**src/rtl/atmega_pio_rmw_arbiter_pkg.sv**
```systemverilog
// Shared definitions for the atmega PIO read-modify-write arbiter.
//   op_e    : requester operation codes (2 bits per requester on req_op)
//   state_e : bus-sequencer FSM states
package atmega_pio_rmw_arbiter_pkg;

  typedef enum logic [1:0] {
    OP_WRITE = 2'b00,
    OP_READ  = 2'b01,
    OP_SET   = 2'b10,
    OP_CLR   = 2'b11
  } op_e;

  typedef enum logic [1:0] {
    ST_IDLE = 2'b00,
    ST_RD   = 2'b01,
    ST_WR   = 2'b10,
    ST_DONE = 2'b11
  } state_e;

endpackage

```
**src/rtl/atmega_rr_arbiter.sv**
```systemverilog
// Combinational round-robin pick.
//   req        : pending request vector
//   last_grant : index served most recently
//   valid      : at least one request pending
//   index      : first set request found searching upward from last_grant+1,
//                wrapping modulo NUM_REQ
module atmega_rr_arbiter #(
  parameter int NUM_REQ = 2,
  parameter int IDX_W   = (NUM_REQ > 1) ? $clog2(NUM_REQ) : 1
) (
  input  logic [NUM_REQ-1:0] req,
  input  logic [IDX_W-1:0]   last_grant,
  output logic               valid,
  output logic [IDX_W-1:0]   index
);

  logic [IDX_W-1:0] cand;

  // Walk offsets from farthest to nearest so the nearest pending request,
  // being assigned last, is the one that sticks.
  always_comb begin
    valid = 1'b0;
    index = '0;
    cand  = '0;
    for (int i = NUM_REQ; i >= 1; i--) begin
      cand = IDX_W'((int'(last_grant) + i) % NUM_REQ);
      if (req[cand]) begin
        valid = 1'b1;
        index = cand;
      end
    end
  end

endmodule

```
**src/rtl/atmega_pio_rmw_arbiter.sv**
```systemverilog
// Shares one atmega PIO register bus between NUM_REQ requesters.
// Each grant runs atomically to completion: WRITE, READ, or a read-modify-write
// bit SET/CLR that is never interleaved with another requester's access.
//   clk, rst     : clock; asynchronous active-low reset
//   req          : per-requester request, held until its own ack
//   req_op       : per-requester op (2 bits each)
//   req_addr     : per-requester register address
//   req_data     : WRITE data or SET/CLR bit mask
//   ack          : one-cycle, one-hot completion pulse
//   rdata        : READ result / RMW pre-modify value, valid with ack
//   pio_addr     : PIO register address, driven during strobes only
//   pio_wr/pio_rd: PIO strobes, decoded from the state register
//   pio_bus_in   : PIO write data, zero when pio_wr is low
//   pio_bus_out  : PIO combinational read data
module atmega_pio_rmw_arbiter
  import atmega_pio_rmw_arbiter_pkg::*;
#(
  parameter int NUM_REQ           = 2,
  parameter int BUS_ADDR_DATA_LEN = 8,
  parameter int PORT_WIDTH        = 8
) (
  input  logic                                   clk,
  input  logic                                   rst,
  input  logic [NUM_REQ-1:0]                     req,
  input  logic [2*NUM_REQ-1:0]                   req_op,
  input  logic [NUM_REQ*BUS_ADDR_DATA_LEN-1:0]   req_addr,
  input  logic [NUM_REQ*PORT_WIDTH-1:0]          req_data,
  output logic [NUM_REQ-1:0]                     ack,
  output logic [PORT_WIDTH-1:0]                  rdata,
  output logic [BUS_ADDR_DATA_LEN-1:0]           pio_addr,
  output logic                                   pio_wr,
  output logic                                   pio_rd,
  output logic [PORT_WIDTH-1:0]                  pio_bus_in,
  input  logic [PORT_WIDTH-1:0]                  pio_bus_out
);

  localparam int IDX_W = (NUM_REQ > 1) ? $clog2(NUM_REQ) : 1;

  state_e                         state_q, state_d;
  // grant_q is both the current grant and the round-robin "last served" pointer;
  // resetting it to NUM_REQ-1 makes requester 0 win the first arbitration.
  logic [IDX_W-1:0]               grant_q;
  op_e                            op_q;
  logic [BUS_ADDR_DATA_LEN-1:0]   addr_q;
  logic [PORT_WIDTH-1:0]          data_q;
  logic [PORT_WIDTH-1:0]          rd_val_q;

  logic                           arb_valid;
  logic [IDX_W-1:0]               arb_index;
  op_e                            sel_op;
  logic [BUS_ADDR_DATA_LEN-1:0]   sel_addr;
  logic [PORT_WIDTH-1:0]          sel_data;
  logic                           take;

  function automatic logic [PORT_WIDTH-1:0] write_value(
    input op_e                   op,
    input logic [PORT_WIDTH-1:0] data,
    input logic [PORT_WIDTH-1:0] rd_val
  );
    case (op)
      OP_SET:  write_value = rd_val | data;
      OP_CLR:  write_value = rd_val & ~data;
      default: write_value = data;
    endcase
  endfunction

  atmega_rr_arbiter #(
    .NUM_REQ (NUM_REQ),
    .IDX_W   (IDX_W)
  ) u_rr (
    .req        (req),
    .last_grant (grant_q),
    .valid      (arb_valid),
    .index      (arb_index)
  );

  // Request fields of the winning requester.
  always_comb begin
    sel_op   = OP_WRITE;
    sel_addr = '0;
    sel_data = '0;
    for (int i = 0; i < NUM_REQ; i++) begin
      if (arb_index == IDX_W'(i)) begin
        sel_op   = op_e'(req_op[2*i +: 2]);
        sel_addr = req_addr[BUS_ADDR_DATA_LEN*i +: BUS_ADDR_DATA_LEN];
        sel_data = req_data[PORT_WIDTH*i +: PORT_WIDTH];
      end
    end
  end

  assign take = (state_q == ST_IDLE) && arb_valid;

  // Control state: FSM, grant pointer, latched op.
  always_ff @(posedge clk or negedge rst) begin
    if (!rst) begin
      state_q <= ST_IDLE;
      grant_q <= IDX_W'(NUM_REQ - 1);
      op_q    <= OP_WRITE;
    end else begin
      state_q <= state_d;
      if (take) begin
        grant_q <= arb_index;
        op_q    <= sel_op;
      end
    end
  end

  // Datapath: latched address/data and read capture; outputs are gated by
  // state, so these need no reset. rd_val is cleared on grant so a WRITE
  // acknowledges with rdata = 0.
  always_ff @(posedge clk) begin
    if (take) begin
      addr_q   <= sel_addr;
      data_q   <= sel_data;
      rd_val_q <= '0;
    end else if (state_q == ST_RD) begin
      rd_val_q <= pio_bus_out;
    end
  end

  always_comb begin
    state_d = state_q;
    case (state_q)
      ST_IDLE: if (arb_valid) state_d = (sel_op == OP_WRITE) ? ST_WR : ST_RD;
      ST_RD:   state_d = (op_q == OP_READ) ? ST_DONE : ST_WR;
      ST_WR:   state_d = ST_DONE;
      ST_DONE: state_d = ST_IDLE;
      default: state_d = ST_IDLE;
    endcase
  end

  always_comb begin
    pio_rd     = (state_q == ST_RD);
    pio_wr     = (state_q == ST_WR);
    pio_addr   = (pio_rd || pio_wr) ? addr_q : '0;
    pio_bus_in = pio_wr ? write_value(op_q, data_q, rd_val_q) : '0;
    rdata      = (state_q == ST_DONE) ? rd_val_q : '0;
    ack        = '0;
    for (int i = 0; i < NUM_REQ; i++) begin
      ack[i] = (state_q == ST_DONE) && (grant_q == IDX_W'(i));
    end
  end

endmodule

```
**config.mk**
```make
export PLATFORM = sky130hd
export DESIGN_NAME = atmega_pio_rmw_arbiter
export DESIGN_NICKNAME = d
export VERILOG_FILES = /design/src/rtl/atmega_pio_rmw_arbiter_pkg.sv /design/src/rtl/atmega_rr_arbiter.sv /design/src/rtl/atmega_pio_rmw_arbiter.sv
export SDC_FILE = /design/constraint.sdc
export NUM_CORES = 1
export LEC_CHECK = 0
export CAP_MARGIN = 20
export CORE_MARGIN = 3
export CORE_UTILIZATION = 41
export CTS_BUF_LIST = sky130_fd_sc_hd__clkbuf_16
export CTS_CLUSTER_SIZE = 16
export DETAILED_ROUTE_END_ITERATION = 10
export GPL_TIMING_DRIVEN = 0
export HOLD_SLACK_MARGIN = 0.05
export PLACE_DENSITY = 0.88
export SLEW_MARGIN = 20
export SYNTH_ARGS = -nofsm -noshare
export SYNTH_HDL_FRONTEND = slang
export SYNTH_SLANG_ARGS = --single-unit
```
**constraint.sdc**
```tcl
create_clock -name clk -period 2.14 [get_ports clk]
set_input_delay 0.428 -clock clk [delete_from_list [all_inputs] [get_ports clk]]
set_output_delay 0.428 -clock clk [all_outputs]
set_load 0.005 [all_outputs]
```
==> results of run 1 <==
## synthesized netlist by cell type
| cell | n |
|---|---|
| nand2_1 | 9 |
| dfstp_2 | 1 |
| dfxtp_1 | 8 |
| nor3b_1 | 3 |
| edfxtp_1 | 16 |
| a22oi_1 | 1 |
| a21oi_1 | 5 |
| a31oi_1 | 1 |
| mux2i_1 | 11 |
| buf_12 | 1 |
| nor2_1 | 11 |
| a21boi_2 | 1 |
| ha_1 | 5 |
| nor2b_1 | 1 |
| nand3b_1 | 9 |
| inv_1 | 3 |
| a22o_1 | 1 |
| o21a_1 | 1 |
| buf_2 | 3 |
| a21boi_0 | 8 |
| dfrtp_1 | 4 |
| mux2_2 | 16 |
| and2_1 | 17 |
| buf_6 | 1 |
## cell families (layout without fill, tap and decap cells)
family | after synthesis | count (layout) | synth area share (%)
muxes | 27 | 27 | 18.35
buffers and inverters | 8 | 101 | 3.639
and+or+nand+nor | 50 | 50 | 17.56
DFF | 29 | 29 | 48.50
AOI/OAI and AO/OA | 18 | 18 | 7.991
adders and majority gates | 5 | 5 | 3.956
## cell type report
class,instances,area (sq um),area share [%]
Buffer,5,48.80,1.838
Clock inverter,3,11.26,0.4241
Clock buffer,5,125.1,4.713
Sequential cell,29,767.0,28.89
Tap cell,46,57.56,2.168
Inverter,3,11.26,0.4241
Timing Repair Buffer,85,820.8,30.91
Multi-Input combinational cell,100,813.3,30.63
## path summary, 6_finish.rpt
| check | from | to | cells past startpoint |
|---|---|---|---|
| max | state_q[0] | pio_rd | 4 |
| min | rst | op_q[0] | 1 |
| max reg2reg | state_q[0] | addr_q[7] | 4 |
| min reg2reg | rd_val_q[5] | rd_val_q[5] | 2 |
| max in group asynchronous | rst | grant_q | 1 |
| min in group clk | rd_val_q[5] | rd_val_q[5] | 2 |
## cells in the final DEF (no fill, tap or decap), types with 9 or more instances in the layout
cell | Yosys | layout
clkdlybuf4s50_1 | 0 | 59
mux2_2 | 16 | 16
and2_1 | 17 | 16
edfxtp_1 | 16 | 16
dlygate4sd2_1 | 0 | 12
buf_4 | 0 | 11
mux2i_1 | 11 | 11
nor2_1 | 11 | 11
nand3b_1 | 9 | 9
## flip-flops by register name, summed over array words and instances (netlist names)
register	flops
state_q	2
rd_val_q	8
op_q	2
data_q	8
addr_q	8
grant_q	1
## per-layer routing
metal  vias to the layer above  track usage, %  part of all wire [%]  routed length (um)
li1                        667               -                     -                   -
met1                       678           25.03                    40                1861
met2                        62           32.13                    50                2357
met3                         6           9.360                   8.2                 385
met4                         0           7.444                   1.5                  72
met5                         -               0                     0                   0
## power by group through the flow
stage                     Sequential, uW  Combinational (uW)  Clock (uW)
after detailed placement             960                1420           0
after CTS                            949                1600         656
after global placement               948                1390           0
final                                965                1730         646
after global routing                 986                1870         688
after floorplan                      914                 777           0
## worst max-delay path: stages, from the launching register on
cell             delay, ps
dfrtp_1                400
buf_4                  160
buf_4                  140
ha_1                   210
clkdlybuf4s50_1        470
## stage by stage
stage                     cell area [sq um]  instances  hold slack (ps)  power, uW
after floorplan                        1582        137            132.4       1691
after global placement                 2390        258            499.3       2342
after detailed placement               2390        258            508.9       2382
after CTS                              2606        274            393.0       3202
after global routing                   2655        276            396.8       3544
final                                  2655        276            394.9       3339
## what timing repair did
item | CTS | global route
pin swaps | 1 | 2
setup buffers | 8 | 2
resized for setup | 24 | 9
setup endpoints to repair | 17 | 14
gates cloned | 0 | 0
==> impl_metrics.toml, run 1 <==
[routing]
drc_errors = 0
wl_um = 4677
dr.pass1.iters = 4
first_iter_violations = 60
antenna_left = 0
post_drt_wl_per_cell_um = 16.95
vias = 1413
via_per_inst = 5.120

[global_routing]
grt_usage_pct = 20.62
overflow = 0
antenna_found_initial = 0
grt_pass1_wl_um = 6817
grt_pass1_vias = 1408
grt_max_degree = 26

[synthesis]
seq_area_frac_synth_pct = 48.50
syn_nets = 190
syn-cell-area_sq_mm = 0.001582
synth_top_area_share_pct = 30.38
avgSynthCellArea_sq_um = 11.54
netlist_instances = 137
ys_seq_elements = 29
synth_area_leaders = "edfxtp_1 (30%), mux2_2 (11%), dfxtp_1 (10%)"
synth_area_leader_cell = "edfxtp_1"
yosysWarnings = 0
synth_cell_types = 24

[power]
power.switching_uw = 1147
seq_power_share_pct = 28.9
comb_power_share_pct = 51.7
power.share.clock_pct = 19.3
sw_frac_of_total_pct = 34.35
p_leak_uw = 0.001127
p_int_uw = 2192
ir_drop_v = 0.0006748
p_per_area_mw_per_mm2 = 1257

[finish]
drive_gt1_share_pct = 19.57
syn2layout_area_growth_pct = 67.88
fill_cells = 233
nets = 282
antenna_cells = 0
fin_util_pct = 75.41

[cts]
clock-sinks = 29
cts-root-buf = "clkbuf_16"
clock_latency_ps = 270
cts_buffer_depth = 2
cts_max_level = 2
hold_buffers = 0
cts_buffers = 5
cts_tree = "done"
clk_pin_slew_worst_paths_ps = 50

[timing]
setup_ws_ps = 73.92
fin_crit_sh_pct = 96.55
fmax_ghz = 0.4840
fin_skew_ps = 3.136
maxSlewHeadroom_pct = 62.94
final_hold_viol_count = 0
final.setup.tns_ps = 0
setup_violations = 0
timing.final.max_slew_violations = 0
tightest_slew_ps = 555.9
fin_crit_ps = 2066
rsz0062_at_grt = "no"

[setup_path]
end_kind = "primary output"
cp.arrival_ps = 1640
ff2ff_setup_slack_ps = 380
cp_max_fo = 2
path_class = "reg -> out"
cp-start-kind = "flop"
worstPathRequired_ps = 1710

[placed_design]
portBuffers = 75
place.gp.congestion = 0.7566
hpwl_um = 2924
dp_slack_ps = 55.62

[floorplan]
placementRows = 21
dieArea_sq_mm = 0.004638
initial_utilization_pct = 44.92
ios = 76
die_w_um = 68.11
fp.coreArea_sq_mm = 0.003521
die_h_um = 68.11

[worst_hold_path]
min_path_type = "in -> async"

[run_status]
outcome = "complete, no violations"

[run]
maxCapViolCount = 0
No activity file was read; power rests on OpenSTA's default activity.
==> inputs of run 2 (changes only) <==
ABC_AREA = 1   (was not set)
CORE_UTILIZATION = 37   (was 41)
PLACE_DENSITY = 0.82   (was 0.88)
clock period = 1.78 ns   (was 2.14 ns; I/O delays follow)
==> run 2 against run 1 <==
- the flow now finishes with violations (negative setup slack)
- count of clock-buffer cells in the layout rose by 1
- combinational power is 44% higher
- die area up 16%
- worst hold slack got worse by 79 ps
- wire length is 1.6% lower
- via count up 12%
- sequential share of layout area shrank 2.2 points
- critical path depth is 3 higher
- sequential power increased by 19%
- sequential cell count unchanged
- total power increased by 40%
- first-iteration DRC count increased by 78%
- largest power group unchanged
- highest routed layer unchanged
==> impl_metrics.toml, run 2 <==
[finish]
reg.largest.list = "addr_q x8, data_q x8, rd_val_q x8"
drive_gt1_share_pct = 37.29
syn2layout_area_growth_pct = 71.49
antenna_cells = 0
final_cells = 345
fin_util_pct = 68.91
multi_input_area_sq_um = 814.5
ff_latch_area_sq_um = 767.0
final_common_cell = "nand2_1"
nets = 347
fill_cells = 321
final_cell_mix = "nand2_1 (54), clkdlybuf4s50_1 (47), inv_1 (32), buf_2 (17), edfxtp_1 (16)"

[synthesis]
synth_area_leaders = "edfxtp_1 (29%), nand2_1 (13%), mux2_2 (10%)"
ys_async_sr_fraction_pct = 17.24
seq_area_frac_synth_pct = 45.75
synth_top_area_share_pct = 28.66
ys_seq_elements = 29
syn-cell-area_sq_mm = 0.001677
netlist_instances = 188
syn_nets = 241
synth_common_cells = "nand2_1 (56), inv_1 (35), edfxtp_1 (16), mux2_2 (15), nor2_1 (11)"
synthFlopType = "edfxtp_1"
synth_cell_types = 24
avgSynthCellArea_sq_um = 8.918
synth_area_leader_cell = "edfxtp_1"
synth_edf_count = 16
yosysMostFrequentCell = "nand2_1"
yosysWarnings = 0

[floorplan]
dieArea_sq_mm = 0.005375
ios = 76
fp.coreArea_sq_mm = 0.004173
placementRows = 23
die_h_um = 73.32
die_w_um = 73.32
initial_utilization_pct = 40.18

[global_routing]
overflow = 0
antenna_found_initial = 0
grt_max_degree = 11
grt_usage_pct = 18.40
grt_pass1_vias = 1628
grt_pass1_wl_um = 7603

[routing]
first_iter_violations = 107
post_drt_wl_per_cell_um = 13.34
via_per_inst = 4.591
drc_errors = 0
dr.pass1.iters = 5
wl_um = 4602
vias = 1584
antenna_left = 0

[power]
ir_drop_v = 0.0008860
p_per_area_mw_per_mm2 = 1626
p_leak_uw = 0.001462

[timing]
fin_skew_ps = 5.788
setup_violations = 4
hold_slack_ps = 315.4
timing.final.max_slew_violations = 0
final_hold_viol_count = 0
fin_crit_ps = 1831
tightest_slew_ps = 349.1
fmax_ghz = 0.5462
maxSlewHeadroom_pct = 76.55
rsz0062_at_grt = "yes"
fin_crit_sh_pct = 102.9
setup_ws_ps = -51.00
final.setup.tns_ps = -72.41

[setup_path]
cp.buffers_inverters = 5
crit_chain = "buf_6 > buf_6 > ha_4 > clkinv_4 > buf_6 > a21oi_2 > buf_2"
crit_slowest_cell = "dfrtp_1"
cp.arrival_ps = 1470
slowest_delay_ps = 370
worstPathRequired_ps = 1420
cp-start-kind = "flop"
end_kind = "primary output"
critPathTopFamily = "buffers and inverters"
reg2regPathDepth = 8
path_class = "reg -> out"
ff2ff_setup_slack_ps = 100
cp_max_fo = 5
r2r-start = "state_q[0]"
cpMostUsedCell = "buf_6"
crit_path_start = "state_q[1]"
cp.depth = 7

[run_status]
outcome = "finished with violations"
violations = "negative setup slack"

[cts]
clk_pin_slew_worst_paths_ps = 50
cts_max_level = 2
clock_latency_ps = 270
hold_buffers = 0
cts_buffer_depth = 2
cts_tree = "done"
cts-root-buf = "clkbuf_16"
clock-sinks = 29
cts_buffers = 5

[placed_design]
dp_cells = 313
place.gp.congestion = 0.7426
portBuffers = 75
dp_slack_ps = -638.9
hpwl_um = 3014

[run]
maxCapViolCount = 0

[worst_hold_path]
min_path_type = "in -> async"
==> run 2: changes by cell type after synthesis, moves of 3 or more <==
cell / change
nor3b_1: -3
nand3b_1: -8
a21boi_0: -8
a21oi_1: +5
and2_1: -17
inv_1: +32
mux2i_1: -11
mux2_4: +9
nand2_1: +47
==> run 2: path summary, 6_finish.rpt <==
path	endpoint
worst max-delay path	pio_bus_in[5]
worst min register to register	grant_q
worst min-delay path	state_q[0]
min in group clk	grant_q
max in group asynchronous	grant_q
worst max register to register	rd_val_q[6]
==> run 2: through the flow <==
step | total power (uW) | area, sq um
after floorplan | 2127 | 1677
after detailed placement | 2990 | 2490
final | 4675 | 2875
after CTS | 4549 | 2883
after global placement | 2931 | 2490
after global routing | 5014 | 2875
==> run 2: layout make-up <==
type,count,share of cell area (%)
Clock inverter,2,1.218
Tap cell,50,2.176
Timing Repair inverter,1,0.3046
Buffer,3,0.9574
Clock buffer,6,5.222
Sequential cell,29,26.68
Multi-Input combinational cell,116,28.33
Inverter,38,5.265
Timing Repair Buffer,100,29.85
==> run 2: kinds of logic after synthesis <==
group                    synth area share [%]
AO/OA/AOI/OAI                           4.403
adder cells (fa/ha/maj)                 3.731
multiplexers                            18.13
buffers and inverters                   10.60
AND/OR/NAND/NOR                         17.39
flip-flops                              45.75
==> run 2: where the power goes <==
part	internal (uW)	switching, uW	leakage, uW
logic	1330	1170	0.00110
registers	996	154	0.000275
clock network	741	291	0.0000920
total	3060	1610	0.00146
==> run 2: what timing repair did <==
item	CTS	global route
gates resized for setup	121	15
endpoints found under the setup margin	55	24
setup buffers	21	4
cloned	1	0
pin swaps	4	3
==> run 2: layer usage <==
metal | global-route usage [%] | vias to the layer above | share of wire, %
li1 | - | 802 | -
met1 | 22.24 | 708 | 40
met2 | 32.08 | 66 | 51
met3 | 5.198 | 8 | 7.4
met4 | 4.829 | 0 | 1.1
met5 | 0 | - | 0
==> run 2: worst reg2reg max path: stages, from the launching register on <==
cell and delay (ps):
dfrtp_1 380, buf_6 130, buf_4 110, buf_4 100, ha_2 170, buf_2 230
mux2_2 370, nand2_1 60, inv_1 40
